## src/rtl/laser_pixel_sink.sv

```systemverilog
// laser_pixel_sink: Avalon-MM pixel write sink that finds the strongest laser-red pixel per frame
module laser_pixel_sink #(
    parameter logic [31:0] BASE_ADDR = 32'h0800_0000,
    parameter int          WIDTH     = 320,
    parameter int          HEIGHT    = 240,
    parameter int          XBITS     = 9,
    parameter int          YBITS     = 8,
    parameter int          FIFO_AW   = 2
) (
    input  logic             clk_clk,
    input  logic             reset_reset_n,
    input  logic [31:0]      avs_address,
    input  logic             avs_write,
    input  logic [31:0]      avs_writedata,
    output logic             avs_waitrequest,
    input  logic             proc_en,
    input  logic [7:0]       threshold,
    output logic [XBITS-1:0] laser_x,
    output logic [YBITS-1:0] laser_y,
    output logic             laser_found,
    output logic             frame_done
);
    localparam int EW    = XBITS + YBITS + 25;
    localparam int DEPTH = 1 << FIFO_AW;
    localparam logic [XBITS-1:0] XLAST = XBITS'(WIDTH - 1);
    localparam logic [YBITS-1:0] YLAST = YBITS'(HEIGHT - 1);
    logic [EW-1:0] mem [DEPTH];
    logic [EW-1:0] head;
    logic [FIFO_AW-1:0] wr_ptr, rd_ptr;
    logic [FIFO_AW:0] count, count_nx;
    logic [XBITS+YBITS-1:0] off_w;
    logic [XBITS-1:0] in_x, s1_x, cand_x;
    logic [YBITS-1:0] in_y, s1_y, cand_y;
    logic in_rng, push, pop, s1_valid, s1_rng, pub_pend, any_hit, eff_hit, cand, last;
    logic [8:0] gb_sum, diff;
    logic [7:0] score, s1_score, max_score, eff_max;
    logic unused;
    assign unused = ^{avs_writedata[31:24], avs_address[1:0]};
    assign off_w = avs_address[XBITS+YBITS+1:2] - BASE_ADDR[XBITS+YBITS+1:2];
    assign in_x = off_w[XBITS-1:0];
    assign in_y = off_w[XBITS+YBITS-1:XBITS];
    assign in_rng = avs_address >= BASE_ADDR && in_x <= XLAST && in_y <= YLAST;
    assign push = avs_write && !avs_waitrequest;
    assign pop = count != '0 && proc_en;
    assign count_nx = count + {{FIFO_AW{1'b0}}, push} - {{FIFO_AW{1'b0}}, pop};
    assign head = mem[rd_ptr];
    assign gb_sum = {1'b0, head[15:8]} + {1'b0, head[7:0]};
    assign diff = {1'b0, head[23:16]} - {1'b0, gb_sum[8:1]};
    assign score = diff[8] ? 8'd0 : diff[7:0];
    // A publish in flight clears the accumulators for the pixel arriving in the same cycle
    assign eff_max = pub_pend ? 8'd0 : max_score;
    assign eff_hit = pub_pend ? 1'b0 : any_hit;
    assign cand = s1_valid && s1_rng && s1_score >= threshold && s1_score > eff_max;
    assign last = s1_valid && s1_rng && s1_x == XLAST && s1_y == YLAST;
    always_ff @(posedge clk_clk)
        if (push) mem[wr_ptr] <= {in_x, in_y, in_rng, avs_writedata[23:0]};
    always_ff @(posedge clk_clk or negedge reset_reset_n) begin
        if (!reset_reset_n) begin
            avs_waitrequest <= 1'b1;
            count <= '0;
            wr_ptr <= '0;
            rd_ptr <= '0;
            s1_valid <= 1'b0;
            s1_rng <= 1'b0;
            s1_x <= '0;
            s1_y <= '0;
            s1_score <= '0;
            pub_pend <= 1'b0;
            max_score <= '0;
            any_hit <= 1'b0;
            cand_x <= '0;
            cand_y <= '0;
            laser_x <= '0;
            laser_y <= '0;
            laser_found <= 1'b0;
            frame_done <= 1'b0;
        end else begin
            count <= count_nx;
            avs_waitrequest <= count_nx == (FIFO_AW+1)'(DEPTH);
            wr_ptr <= wr_ptr + FIFO_AW'(push);
            rd_ptr <= rd_ptr + FIFO_AW'(pop);
            s1_valid <= pop;
            if (pop) {s1_x, s1_y, s1_rng, s1_score} <= {head[EW-1 -: XBITS], head[24+YBITS -: YBITS], head[24], score};
            pub_pend <= last;
            max_score <= cand ? s1_score : eff_max;
            any_hit <= cand || eff_hit;
            if (cand) {cand_x, cand_y} <= {s1_x, s1_y};
            frame_done <= pub_pend;
            if (pub_pend) begin
                laser_found <= any_hit;
                if (any_hit) {laser_x, laser_y} <= {cand_x, cand_y};
            end
        end
    end
endmodule

```

## config.mk

```make
export PLATFORM = sky130hd
export DESIGN_NAME = laser_pixel_sink
export DESIGN_NICKNAME = d
export VERILOG_FILES = /design/src/rtl/laser_pixel_sink.sv
export SDC_FILE = /design/constraint.sdc
export NUM_CORES = 1
export LEC_CHECK = 0
export CAP_MARGIN = 20
export CORE_MARGIN = 4
export CORE_UTILIZATION = 60
export CTS_CLUSTER_SIZE = 12
export DETAILED_ROUTE_END_ITERATION = 8
export PLACE_DENSITY = 0.86
export RECOVER_POWER = 50
export SLEW_MARGIN = 20
export SYNTH_ARGS = -nofsm -noshare
export SYNTH_HDL_FRONTEND = slang
export SYNTH_SLANG_ARGS = --single-unit
```

## constraint.sdc

```tcl
create_clock -name clk_clk -period 9.7 [get_ports clk_clk]
set_input_delay 1.94 -clock clk_clk [delete_from_list [all_inputs] [get_ports clk_clk]]
set_output_delay 1.94 -clock clk_clk [all_outputs]
set_load 0.01 [all_outputs]
```

Yosys cells after proc, flatten, opt, wreduce, memory -nomap -nowiden:

Memory sizes are Yosys's and may differ from the RTL's.
Index checks and enable logic that the tools add are counted.

* memories: 1
* bits of input ports: 76
* flip-flop bits (word level): 81
* bits in writable memories: 168

* reductions and logical operators: 13
* eq/ne operators: 3
* magnitude comparators: 5
* mux-type cells: 6
* add/subtract/negate cells: 6

Memory list
* mem: depth 4, width 42, rd ports 1, clocked after memory_dff 0, write ports 1, line 27 `logic [EW-1:0] mem [DEPTH];`

Operators by type and width (count)
* 32-bit by 28-bit >= comparator with 1-bit output, second input constant: 1
* 8-bit two-way mux: 3
* 8-bit by 8-bit adder with 9-bit output: 1
* 9-bit == test, second input constant: 1
* 9-bit <= comparator, second input constant: 1
* 1-bit logical AND: 9
* 8-bit by 8-bit subtractor with 9-bit output: 1
* 8-bit == test, second input constant: 1
* 8-bit >= comparator: 1
* 8-bit > comparator: 1
* 8-bit <= comparator, second input constant: 1
* 2-bit by 1-bit adder with 2-bit output: 2
* 3-bit by 1-bit adder with 3-bit output: 1
* 3-bit == test, second input constant: 1
* 1-bit two-way mux: 3
* 3-bit nonzero test: 1
* 3-bit by 1-bit subtractor with 3-bit output: 1
* 2-bit AND reduction: 1
* 1-bit zero test: 1
* 1-bit logical OR: 1

Longest topological paths before layout:

Gate-level depths: netlist (run 1).

* word-level depth: 5
* gate-level depth with buffers: 16

Least setup slack after synthesis (run 1):

No wires, ideal clock.

* path kind: input -> register
* from: input port avs_write
* to: memory mem[1][0] (netlist bit), enable pin
* stages: 2
* required time: 9.198 ns
* setup slack: 4.028 ns
* setup time: 0.502 ns
* arrival time: 5.169 ns
* path through: nand2b_1 > nor3b_1

* word-level cells in the longest chain between the ends: 3

RTL lines
* from (decl): line 13 `input logic avs_write,`
* 1-bit logical AND: line 43 `assign push = avs_write && !avs_waitrequest;`
* 1-bit two-way mux: line 56 `if (push) mem[wr_ptr] <= {in_x, in_y, in_rng, avs_writedata[23:0]};`
* 1-bit two-way mux (implied by the code): line 56
* to (decl): line 27

No other way between the ends.

==> results of run 1 <==
==> layer usage <==
layer / part of all wire / global-route usage / vias up
met4: 0.022 / 0.05044 / 0
met1: 0.39 / 0.2569 / 2678
li1: - / - / 2401
met5: 0 / 0 / -
met3: 0.063 / 0.03936 / 39
met2: 0.52 / 0.3443 / 197
==> cell families after synthesis <==
kind of cell             count (synthesis)
flip-flops                             249
multiplexers                           102
AND/OR/NAND/NOR                         65
AO/OA/AOI/OAI                           53
buffers and inverters                   47
adder cells (fa/ha/maj)                 38
XOR/XNOR                                12
==> through the flow <==
| step | area [um2] | worst slack (ps) | cells |
|---|---|---|---|
| after CTS | 12040 | 5036 | 901 |
| final | 12040 | 4289 | 901 |
| after global routing | 12040 | 3374 | 901 |
| after detailed placement | 11230 | 5077 | 854 |
| after global placement | 11230 | 5237 | 854 |
| after floorplan | 10180 | 4028 | 566 |
==> state kept, by name (all words and copies together), names as in the netlist, 9 cells and up <==
register / count
laser_x: 9
s1_x: 9
mem: 168
cand_x: 9
==> path summary, 6_finish.rpt <==
path                            slack, ps                start  cells after the start                 endpoint
worst max-delay path                 4290        reset_reset_n                      1      rd_ptr[0]$_DFF_PN0_
worst max register to register       5060  rd_ptr[0]$_DFF_PN0_                     14  s1_score[2]$_DFFE_PN0P_
worst min register to register        480   pub_pend$_DFF_PN0_                      0     frame_done$_DFF_PN0_
min in group asynchronous            2840        reset_reset_n                      1   laser_y[2]$_DFFE_PN0P_
max in group clk_clk                 5060  rd_ptr[0]$_DFF_PN0_                     14  s1_score[2]$_DFFE_PN0P_
worst min-delay path                  480   pub_pend$_DFF_PN0_                      0     frame_done$_DFF_PN0_
==> layout by cell type (no fill, tap or decap), types with 4 or more instances in the layout <==
master and count:
edfxtp_1 168, dfrtp_1 79, mux4_2 41, mux2_2 41, dlygate4sd3_1 41, ha_1 35
clkdlybuf4s50_1 35, inv_1 31, clkbuf_16 27, nand2_1 21, a21oi_1 15, clkbuf_1 13
mux2_1 12, nor2_1 10, nand4_1 8, mux2i_1 8, o21ai_0 7, buf_4 7
xor2_1 6, xnor2_1 6, a21o_1 6, nor2b_1 5, nor3_1 5, nand2b_1 4
o211ai_1 4, a22o_1 4, clkbuf_8 4
==> layout make-up <==
type	count	area [um2]
inverter	31	116.4
tap	220	275.3
multi-input combinational	270	2944
clock buffer	43	775.7
timing repair buffer	84	817.0
clock inverter	4	33.78
sequential	249	7074
fill	943	4547
==> power by group through the flow <==
| stage | Sequential, W | Clock [W] | Combinational [W] |
|---|---|---|---|
| floorplan | 0.00144 | 0 | 0.00120 |
| global placement | 0.00146 | 0 | 0.00146 |
| detailed placement | 0.00148 | 0 | 0.00156 |
| CTS | 0.00146 | 0.000932 | 0.00161 |
| global route | 0.00148 | 0.000985 | 0.00176 |
| finish | 0.00146 | 0.000917 | 0.00161 |
==> results by group, run 1 <==
Flow run
  – Max-capacitance violation count: 1

Global routing
  – Vias in the first global route: 5783
  – Number of antenna violations at the first check in global routing: 0
  – Tot GR Track Use: 0.1970
  – Global-route wire length before repair: 30.33 mm
  – Gr ovfl total: 0
  – Largest net degree at the start of global routing: 82

CTS
  – # Post-CTS Setup Buffers: 0
  – CTS Buf Count: 26
  – Clock tree root driver cell: clkbuf_16
  – CTS Hold Bufs: 0
  – Clock slew at the register clock pins of the worst setup and hold paths: 60 ps
  – CTS sink count: 249
  – H-Tree Depth: 1
  – Deepest clock path buffer count: 3
  – TritonCTS clock tree: done
  – Post-CTS sizing: 0
  – Skew-Pair Late Insertion Delay: 520 ps

Logic synthesis
  – Synthesized area: 10180 um2
  – Synth area leader: edfxtp_1
  – Synth Area in Compound Gates: 0.03637
  – Combinational family with the most area after synthesis: multiplexers
  – Post-Synth XOR/XNOR Area: 0.01032
  – Synth warn: 0
  – Top cell type's share of synthesized area: 0.4954
  – Post-Synth Adder-Cell Area: 0.04890
  – Number of synthesized flops with an enable pin: 168
  – Synth Instances: 566
  – Mux share of post-synthesis cell area: 0.1571
  – Fraction of registers with async set/reset: 0.3253
  – Yosys cell types: 47
  – List of most frequent post-synthesis cells: edfxtp_1 (168), dfrtp_1 (80), mux2_2 (41), mux4_2 (41), ha_1 (35)
  – Synth Flop Type: edfxtp_1
  – Post-Syn Nets: 680
  – Simple-Gate Fraction of Synth Area: 0.03281
  – Synthesis-stage register bit count: 249
  – Sequential-to-total area share from yosys stat: 0.6946
  – Syn avg cell area: 17.99 um2
  – Cell with the most instances after synthesis: edfxtp_1
  – Dominant cells by area after synthesis: edfxtp_1 (50%), dfrtp_1 (20%), mux4_2 (9.1%)

STA
  – FMAX: 184.8 MHz
  – RSZ-0062 raised after global routing: false
  – Worst-margin pin slew: 4057 ps
  – Max-slew headroom: -1.705
  – Setup_tns: 0 ps
  – Final Setup Violations: 0
  – Hold_ws: 475.1 ps
  – Final period utilization: 0.5578
  – Min Tclk post-route: 5411 ps
  – Final hold viol count: 0
  – Worst clock skew: 7.347 ps
  – Final slew viol count: 82

Critical path
  – Arrival @ worst endpoint: 4780 ps
  – Slowest CP cell: clkbuf_1
  – CP Class: in -> async
  – CP top delay family: buffers and inverters
  – Critical-path maximum fanout: 81
  – CP Launch Type: input pin
  – WP buf/inv: 1
  – Crit end category: async pin
  – Slowest stage delay, CP: 2800 ps
  – Critical-path cell list: clkbuf_1
  – WP data required: 9070 ps

Power
  – Comb pwr share: 0.403
  – Maximum VDD drop: 222.0 uV
  – Pint: 0.002621 W
  – Power, Total: 0.003984 W
  – Leak: 4.644 nW
  – Power share of the clock group: 0.230
  – Sw Pwr: 0.001363 W
  – Switching share of power: 0.3421
  – P per Cell Area: 331.0 nW/um2
  – Reg power frac: 0.367

Floorplanning
  – Core ar.: 16580 um2
  – Die area: 19120 um2
  – Initial Utilization: 0.6141
  – # rows: 47
  – Chip Width: 138.3 um
  – I/O Pins: 96
  – Die Y: 138.3 um

Final layout
  – Post-Route Utilization: 0.7258
  – Fin nets: 776
  – Area Growth Syn to Fin: 18.20%
  – Share of layout cells above drive strength 1: 0.1938
  – Diode count: 0

Route
  – Drt via density: 5.899
  – Drc violations: 0
  – Drt wl/cell: 20.83 um
  – Antenna viol nets, final: 0
  – Vias: 5315
  – Pre-antenna DRT Iters: 5
  – WL final: 18.76 mm
  – DR iter-0 viols: 465

Hold path
  – Min-Delay Path Class: reg -> reg

Placed design
  – IO Port Bufs: 77
  – Hpwl dp: 11.91 mm
  – RD Place Congestion: 0.7848

Outcome
  – Status: finished with violations
  – Failing checks: capacitance limit, slew limit
Power figures use the tool's default switching activity.
==> run 2, diff against run 1 <==
--- a/config.mk
+++ b/config.mk
@@ -7,10 +7,10 @@
 export LEC_CHECK = 0
 export CAP_MARGIN = 20
 export CORE_MARGIN = 4
-export CORE_UTILIZATION = 60
+export CORE_UTILIZATION = 57
 export CTS_CLUSTER_SIZE = 12
 export DETAILED_ROUTE_END_ITERATION = 8
-export PLACE_DENSITY = 0.86
+export PLACE_DENSITY = 0.82
 export RECOVER_POWER = 50
 export SLEW_MARGIN = 20
 export SYNTH_ARGS = -nofsm -noshare
==> constraint.sdc (replaced) <==
create_clock -name clk_clk -period 5 [get_ports clk_clk]
set_input_delay 1 -clock clk_clk [delete_from_list [all_inputs] [get_ports clk_clk]]
set_output_delay 1 -clock clk_clk [all_outputs]
set_load 0.01 [all_outputs]
==> run 2 against run 1 <==
Compared with the run above: the flow still finishes with violations (capacitance limit, slew limit); die area up 5.0%; final area down 0.46%; setup slack worse by 3600 ps; critical path depth up 12; utilization down 3.8 points; sequential cell count unchanged; critical endpoint is now s1_score[3]$_DFFE_PN0P_.
==> results by group, run 2 (synthesized netlist as in run 1, its figures left out) <==
CTS
  – Clock tree root driver cell: clkbuf_16
  – Post-CTS sizing: 0
  – CTS Hold Bufs: 0
  – H-Tree Depth: 1
  – # Post-CTS Setup Buffers: 0
  – TritonCTS clock tree: done
  – CTS sink count: 249
  – Deepest clock path buffer count: 3
  – Skew-Pair Late Insertion Delay: 510 ps
  – Clock slew at the register clock pins of the worst setup and hold paths: 60 ps
  – CTS Buf Count: 25

Route
  – Met2 wire length: 9.526 mm
  – Met3 wire length: 723 um
  – Pre-antenna DRT Iters: 5
  – Vias: 5246
  – DR iter-0 viols: 317
  – WL final: 18.27 mm
  – Drt wl/cell: 20.12 um
  – Top sig layer: met4
  – Drt via density: 5.778
  – Drc violations: 0
  – Antenna viol nets, final: 0
  – Met1 WL: 7.614 mm

STA
  – Min Tclk post-route: 4283 ps
  – Worst clock skew: 8.343 ps
  – Final Setup Violations: 0
  – FMAX: 233.5 MHz
  – RSZ-0062 raised after global routing: false
  – Hold_ws: 472.0 ps
  – Max-slew headroom: -0.5074
  – Final slew viol count: 84
  – Worst setup margin: 717.1 ps
  – Setup_tns: 0 ps
  – Worst-margin pin slew: 2261 ps
  – Final period utilization: 0.8566
  – Final hold viol count: 0

Global routing
  – Gr ovfl total: 0
  – Global-route wire length before repair: 29.79 mm
  – Largest net degree at the start of global routing: 82
  – Vias in the first global route: 5687
  – Number of antenna violations at the first check in global routing: 0
  – Tot GR Track Use: 0.1879

Outcome
  – Failing checks: capacitance limit, slew limit
  – Status: finished with violations

Final layout
  – Share of layout cells above drive strength 1: 0.1889
  – Largest Register: mem
  – Post-Route Utilization: 0.6879
  – Area Growth Syn to Fin: 17.66%
  – Fin nets: 779
  – Max reg flops: 168
  – Most frequent cells in the layout: edfxtp_1 (168), dfrtp_1 (79), mux4_2 (41), mux2_2 (41), dlygate4sd3_1 (41)
  – Commonest non-fill, non-tap cell in the layout: edfxtp_1
  – Diode count: 0
  – Filler Cell Count: 1092

Flow run
  – Max-capacitance violation count: 2

Placed design
  – Place WS: 890.6 ps
  – RD Place Congestion: 0.8614
  – Hpwl dp: 12.01 mm
  – IO Port Bufs: 77

Floorplanning
  – Chip Width: 141.7 um
  – Die area: 20070 um2
  – Die Y: 141.7 um
  – Initial Utilization: 0.5847
  – # rows: 48
  – I/O Pins: 96
  – Core ar.: 17420 um2

Critical path
  – CP endpoint: s1_score[3]$_DFFE_PN0P_
  – Reg2Reg Depth: 13
  – WP data required: 5440 ps
  – Crit end category: register
  – R2r endpoint: s1_score[3]$_DFFE_PN0P_
  – Setup slack, reg-to-reg: 720 ps
  – Arrival @ worst endpoint: 4720 ps
  – Critical-path maximum fanout: 12
  – Critical R2R Launch: rd_ptr[0]$_DFF_PN0_
  – CP Launch Type: register
  – Crit path from: rd_ptr[0]$_DFF_PN0_
  – CP Class: reg -> reg

Power
  – P per Cell Area: 629.5 nW/um2
  – Power, Total: 0.007542 W
  – Leak: 4.615 nW
  – Maximum VDD drop: 411.4 uV

Hold path
  – Min-Delay Path Class: reg -> reg
==> run 2: cell count changes in the layout (fill, tap and decap cells not counted), sizes merged <==
cell,previous run,this run
buf,7,10
clkbuf,44,42
inv,31,33
clkinv,4,3
==> run 2: area by class of cell <==
cell class,instances,area [um2],area share
clock buffer,40,691.9,0.05775
timing repair buffer,88,847.1,0.07070
sequential,249,7074,0.5904
tap,225,281.5,0.02350
multi-input combinational,270,2944,0.2457
inverter,31,116.4,0.009712
clock inverter,5,26.28,0.002193
==> run 2: worst min path at each step <==
stage / cells past startpoint / slack (ps) / to / from
final: 0 / 470 / frame_done$_DFF_PN0_ / pub_pend$_DFF_PN0_
after global routing: 0 / 500 / frame_done$_DFF_PN0_ / pub_pend$_DFF_PN0_
after CTS: 0 / 470 / frame_done$_DFF_PN0_ / pub_pend$_DFF_PN0_
after detailed placement: 0 / 460 / frame_done$_DFF_PN0_ / pub_pend$_DFF_PN0_
after global placement: 0 / 460 / frame_done$_DFF_PN0_ / pub_pend$_DFF_PN0_
after floorplan: 0 / 410 / frame_done$_DFF_PN0_ / pub_pend$_DFF_PN0_
==> run 2: worst max-delay path, cell delays in order, from the launching register on <==
cell	delay, ps
dfrtp_2	620
mux4_2	610
fa_1	500
a21o_1	210
a21oi_1	290
o21bai_1	120
a21oi_1	240
xor2_1	120
ha_1	370
o211ai_1	100
a21oi_1	190
o211ai_1	110
a21oi_1	490
a32o_1	260
==> run 2: per-stage QoR <==
| stage | area (um2) | std cells |
|---|---|---|
| after detailed placement | 11250 | 861 |
| final | 11980 | 908 |
| after global placement | 11250 | 861 |
| after global routing | 11980 | 908 |
| after CTS | 11970 | 906 |
| after floorplan | 10180 | 566 |
==> run 2: report_power, final <==
group	switching (W)	internal [W]
registers	0.000227	0.00264
logic	0.00163	0.00140
clock network	0.000705	0.000944
total	0.00256	0.00498
==> run 2: metal layers <==
| layer | vias up | GRT usage |
|---|---|---|
| met5 | - | 0 |
| met4 | 0 | 0.04949 |
| li1 | 2402 | - |
| met3 | 33 | 0.02393 |
| met2 | 145 | 0.3320 |
| met1 | 2666 | 0.2496 |
